### config.mk
export PLATFORM = sky130hd
export DESIGN_NAME = mc_control_fsm
export DESIGN_NICKNAME = d
export VERILOG_FILES = /design/src/rtl/mc_control_fsm.sv
export SDC_FILE = /design/constraint.sdc
export NUM_CORES = 1
export LEC_CHECK = 0
export ABC_AREA = 1
export BUFFER_PORTS_ARGS = -buffer_cell sky130_fd_sc_hd__buf_2
export CORE_MARGIN = 2
export CORE_UTILIZATION = 43
export CTS_CLUSTER_SIZE = 10
export DETAILED_ROUTE_END_ITERATION = 10
export PLACE_DENSITY = 0.78
export REMOVE_ABC_BUFFERS = 1
export SETUP_SLACK_MARGIN = 0.1
export SYNTH_ARGS = -nofsm -noshare
export SYNTH_HDL_FRONTEND = slang
export SYNTH_SLANG_ARGS = --single-unit
### constraint.sdc
create_clock -name clk -period 1.5 [get_ports clk]
set_input_delay 0.075 -clock clk [delete_from_list [all_inputs] [get_ports clk]]
set_output_delay 0.075 -clock clk [all_outputs]
set_load 0.005 [all_outputs]
### src/rtl/mc_control_fsm.sv
// Multicycle MIPS main control: Moore FSM sequencing fetch/decode/execute/memory/writeback
// and decoding op/funct into every datapath enable and mux select.
module mc_control_fsm #(
  parameter logic [3:0] FETCH_ENC    = 4'd0,
  parameter bit         TRAP_ILLEGAL = 1'b1
) (
  input  logic       clk,
  input  logic       reset,
  input  logic [5:0] op,
  input  logic [5:0] funct,
  input  logic       zero,
  output logic       memwrite,
  output logic       irwrite,
  output logic       regwrite,
  output logic       pcen,
  output logic       iord,
  output logic       memtoreg,
  output logic       regdst,
  output logic       alusrca,
  output logic [1:0] alusrcb,
  output logic       zeroext,
  output logic [1:0] pcsrc,
  output logic [2:0] alucontrol,
  output logic       illegal,
  output logic [3:0] state_o
);

  typedef enum logic [3:0] {
    FETCH   = FETCH_ENC,
    DECODE  = FETCH_ENC + 4'd1,
    MEMADR  = FETCH_ENC + 4'd2,
    MEMRD   = FETCH_ENC + 4'd3,
    MEMWB   = FETCH_ENC + 4'd4,
    MEMWR   = FETCH_ENC + 4'd5,
    EXECUTE = FETCH_ENC + 4'd6,
    ALUWB   = FETCH_ENC + 4'd7,
    BRANCH  = FETCH_ENC + 4'd8,
    IEXEC   = FETCH_ENC + 4'd9,
    IWB     = FETCH_ENC + 4'd10,
    JUMP    = FETCH_ENC + 4'd11
  } state_t;

  localparam logic [5:0] OP_LW    = 6'b100011;
  localparam logic [5:0] OP_SW    = 6'b101011;
  localparam logic [5:0] OP_RTYPE = 6'b000000;
  localparam logic [5:0] OP_BEQ   = 6'b000100;
  localparam logic [5:0] OP_BNE   = 6'b000101;
  localparam logic [5:0] OP_ADDI  = 6'b001000;
  localparam logic [5:0] OP_ANDI  = 6'b001100;
  localparam logic [5:0] OP_ORI   = 6'b001101;
  localparam logic [5:0] OP_SLTI  = 6'b001010;
  localparam logic [5:0] OP_J     = 6'b000010;

  localparam logic [2:0] ALU_ADD = 3'b010;
  localparam logic [2:0] ALU_SUB = 3'b110;
  localparam logic [2:0] ALU_AND = 3'b000;
  localparam logic [2:0] ALU_OR  = 3'b001;
  localparam logic [2:0] ALU_SLT = 3'b111;

  state_t     state_q, state_d;
  logic       pcwrite, branch, bne;
  logic [2:0] rtype_alu, imm_alu;
  logic       imm_zext;

  always_ff @(posedge clk or posedge reset) begin
    if (reset) state_q <= FETCH;
    else       state_q <= state_d;
  end

  assign state_o = state_q;

  always_comb begin
    rtype_alu = ALU_ADD;
    case (funct)
      6'b100010: rtype_alu = ALU_SUB;
      6'b100100: rtype_alu = ALU_AND;
      6'b100101: rtype_alu = ALU_OR;
      6'b101010: rtype_alu = ALU_SLT;
      default:   rtype_alu = ALU_ADD;
    endcase
  end

  // Immediate-op decode is shared by IEXEC and IWB so the ALU setup holds through writeback.
  always_comb begin
    imm_alu  = ALU_ADD;
    imm_zext = 1'b0;
    case (op)
      OP_ANDI: begin imm_alu = ALU_AND; imm_zext = 1'b1; end
      OP_ORI:  begin imm_alu = ALU_OR;  imm_zext = 1'b1; end
      OP_SLTI: imm_alu = ALU_SLT;
      default: imm_alu = ALU_ADD;
    endcase
  end

  always_comb begin
    state_d    = FETCH;
    memwrite   = 1'b0;
    irwrite    = 1'b0;
    regwrite   = 1'b0;
    iord       = 1'b0;
    memtoreg   = 1'b0;
    regdst     = 1'b0;
    alusrca    = 1'b0;
    alusrcb    = 2'b00;
    zeroext    = 1'b0;
    pcsrc      = 2'b00;
    alucontrol = 3'b000;
    illegal    = 1'b0;
    pcwrite    = 1'b0;
    branch     = 1'b0;
    bne        = 1'b0;

    case (state_q)
      FETCH: begin
        irwrite    = 1'b1;
        alusrcb    = 2'b01;
        alucontrol = ALU_ADD;
        pcwrite    = 1'b1;
        state_d    = DECODE;
      end
      DECODE: begin
        alusrcb    = 2'b11;
        alucontrol = ALU_ADD;
        case (op)
          OP_LW, OP_SW:                      state_d = MEMADR;
          OP_RTYPE:                          state_d = EXECUTE;
          OP_BEQ, OP_BNE:                    state_d = BRANCH;
          OP_ADDI, OP_ANDI, OP_ORI, OP_SLTI: state_d = IEXEC;
          OP_J:                              state_d = JUMP;
          default: begin
            state_d = FETCH;
            illegal = TRAP_ILLEGAL;
          end
        endcase
      end
      MEMADR: begin
        alusrca    = 1'b1;
        alusrcb    = 2'b10;
        alucontrol = ALU_ADD;
        state_d    = (op == OP_LW) ? MEMRD : MEMWR;
      end
      MEMRD: begin
        iord    = 1'b1;
        state_d = MEMWB;
      end
      MEMWB: begin
        memtoreg = 1'b1;
        regwrite = 1'b1;
      end
      MEMWR: begin
        iord     = 1'b1;
        memwrite = 1'b1;
      end
      EXECUTE: begin
        alusrca    = 1'b1;
        alucontrol = rtype_alu;
        state_d    = ALUWB;
      end
      ALUWB: begin
        regdst   = 1'b1;
        regwrite = 1'b1;
      end
      BRANCH: begin
        alusrca    = 1'b1;
        alucontrol = ALU_SUB;
        pcsrc      = 2'b01;
        branch     = (op == OP_BEQ);
        bne        = (op == OP_BNE);
      end
      IEXEC: begin
        alusrca    = 1'b1;
        alusrcb    = 2'b10;
        alucontrol = imm_alu;
        zeroext    = imm_zext;
        state_d    = IWB;
      end
      IWB: begin
        regwrite   = 1'b1;
        alucontrol = imm_alu;
        zeroext    = imm_zext;
      end
      JUMP: begin
        pcsrc   = 2'b10;
        pcwrite = 1'b1;
      end
      default: state_d = FETCH;
    endcase

    pcen = pcwrite | (branch & zero) | (bne & ~zero);
  end

endmodule

==> flow_summary.yaml <==
route:
  vias: 890
  ant_nets: 0
  routedWlPerCell_um: 10.9
  vias_per_cell: 5.03
  drc: 0
  first_pass_iters: 4
  drt-total-wl_um: 1920
  drt_iter0_drc: 16
power_and_ir_drop:
  finalPower_uw: 1230
  p_int_uw: 629
  pwr-share-clk_pct: 10.6
  leakagePower_uw: 0.000596
  seq_power_share_pct: 17.7
  power.net_switching_uw: 602
  combPwrFrac_pct: 71.7
  ir_drop_v: 0.000687
  powerDensity_nw_per_um2: 1260
  p_sw_share_pct: 48.9
finish:
  n_antenna_cell: 0
  utilization_pct: 66.4
  largest_reg_flops: 4
  instances_no_fill: 177
  final_layout_size_suffix_gt1_share_pct: 47.8
  final_common_cell: "buf_2"
  area_growth_pct: 49.3
  nNetsFinal: 178
  layout_common_cells: "buf_2, nand2_1, nor2_1"
clock_network:
  cts.path.max_buffers: 2
  cts_made_buffers: 3
  clk_latency_ps: 230
  cts.sinks: 4
  cts_root_buffer: "clkbuf_4"
  htree_levels: 1
  cts.clk_slew.worst_paths_ps: 40
  cts_tree: "built"
timing:
  relSlewSlack_pct: 79.6
  period_needed_ps: 1430
  fin_skew_ps: 6.87
  rsz0062_at_grt: "true"
  fmax_mhz: 698
  hold_violations: 0
  tightest_slew_ps: 303
  period_share_pct: 95.5
  setup_viol: 0
  setup_tns_ps: 0
  slew_viol_final: 0
hold_path:
  whs_path_depth: 4
  min_path_type: "input port to flop"
synth:
  ys_warn_count: 0
  syn_area_um2: 654
  yosys.area.top_type: "dfrtp_1"
  synthTopCellsByArea: "dfrtp_1, nand3_1, nand2_1, inv_1, nor2_1"
  syn_area_per_cell_um2: 5.69
  syn_inst: 115
  synth_cell_types: 18
  seq_area_frac_synth_pct: 15.3
  yosysTopAreaCellShare_pct: 15.3
  ys_ff_latch: 4
worst_setup_path:
  critPathMaxFanout: 6
  endpoint_kind: "output pin"
  reg2regPathDepth: 6
  arrival_ps: 1360
  start_kind: "flop"
  crit_type: "flop to output pin"
  critPathRequiredTime_ps: 1420
global_routing:
  gr-usage-met2_pct: 41.2
  grt_first_pass_wirelength_um: 3310
  overflow: 0
  antenna_found_initial: 0
  met1_usage_pct: 25.8
  grt_pass1_vias: 867
  grt_use_total_pct: 22.4
  gr-max-usage-layer: "met2"
  grt_use_met3_pct: 2.98
  grt_max_degree: 10
floorplanning:
  io_pins: 36
  initial_utilization_pct: 44.5
  die_area_um2: 1850
  die_h_um: 43.0
  num_rows: 14
  die_x_um: 43.0
  fp.coreArea_um2: 1470
status:
  run_status: "finished clean"
placed_design:
  dp_hpwl_um: 1430
  io_buffers: 35
  dpl.cell_count: 165
  routabilityCongestion: 0.873
job:
  maxCapViolCount: 0
-- final cells by class --
type | count | area (µm²)
Fill cell | 141 | 494
Timing Repair Buffer | 44 | 250
Tap cell | 16 | 20.0
Clock buffer | 3 | 22.5
Multi-Input combinational cell | 87 | 494
Inverter | 23 | 86.3
Sequential cell | 4 | 104
-- per-stage QoR --
| stage | setup slack [ps] | instance area, µm² | hold WS [ps] |
|---|---|---|---|
| 2_1_floorplan | 406 | 643 | -159 |
| 3_3_place_gp | 232 | 838 | -48.1 |
| 3_5_place_dp | 228 | 838 | -43.9 |
| 4_1_cts | 85.4 | 945 | 250 |
| 5_1_grt | -42.8 | 977 | 292 |
| 6_report | 67.2 | 977 | 252 |
-- cell families after synthesis --
logic type             share of synthesized area, %
AOI/OAI and AO/OA                              4.97
and+or+nand+nor                                64.8
buffers and inverters                          14.9
DFF                                            15.3
-- path summary, 6_finish.rpt --
kind                             from         end  slack, ps
max                        state_o[1]        pcen         70
min                             op[5]  state_o[2]        250
max reg2reg                state_o[2]  state_o[2]        280
min reg2reg                state_o[0]  state_o[2]        670
max in group asynchronous       reset  state_o[0]       1060
min in group asynchronous       reset  state_o[2]        270
-- synthesized netlist by cell type --
cell type and instances:
nor3_1 3, buf_6 1, nand2_2 3, o21ai_0 3, dfrtp_1 4, a21oi_1 2, nand3b_1 3, nand2_1 20
nand4_1 5, nand2_4 1, nand3_2 2, inv_2 4, nor2_1 18, a22oi_1 1, nand3_1 16, nor2_2 6
inv_1 19, nor2_4 4
-- worst max-delay path, cell delays in order, from the launching register on --
cell	delay, ps
dfrtp_2	460
nor2_1	120
inv_1	110
nor2_2	180
nor2_1	70
nand2_1	70
buf_2	110
-- power groups by stage --
stage               clock (µW)  sequential (µW)  combinational, µW
CTS                        135              218                816
floorplan                    0              202                417
finish                     131              218                883
global route               137              227                969
global placement             0              205                683
detailed placement           0              208                683
-- metal layers --
| metal | up-vias | part of all wire (%) |
|---|---|---|
| met5 | - | 0 |
| met4 | 0 | 0 |
| met3 | 0 | 4.5 |
| met2 | 30 | 53 |
| met1 | 400 | 42 |
| li1 | 460 | - |
-- timing repair --
item | in CTS | in global routing
hold buffers | 1 | 0
pin swaps | 1 | 0
endpoints found under the hold margin | 4 | 0
endpoints found under the setup margin | 5 | 8
buffers inserted | 7 | 1
gates resized for setup | 10 | 6
Note: power is estimated with default switching activity, not from simulation.
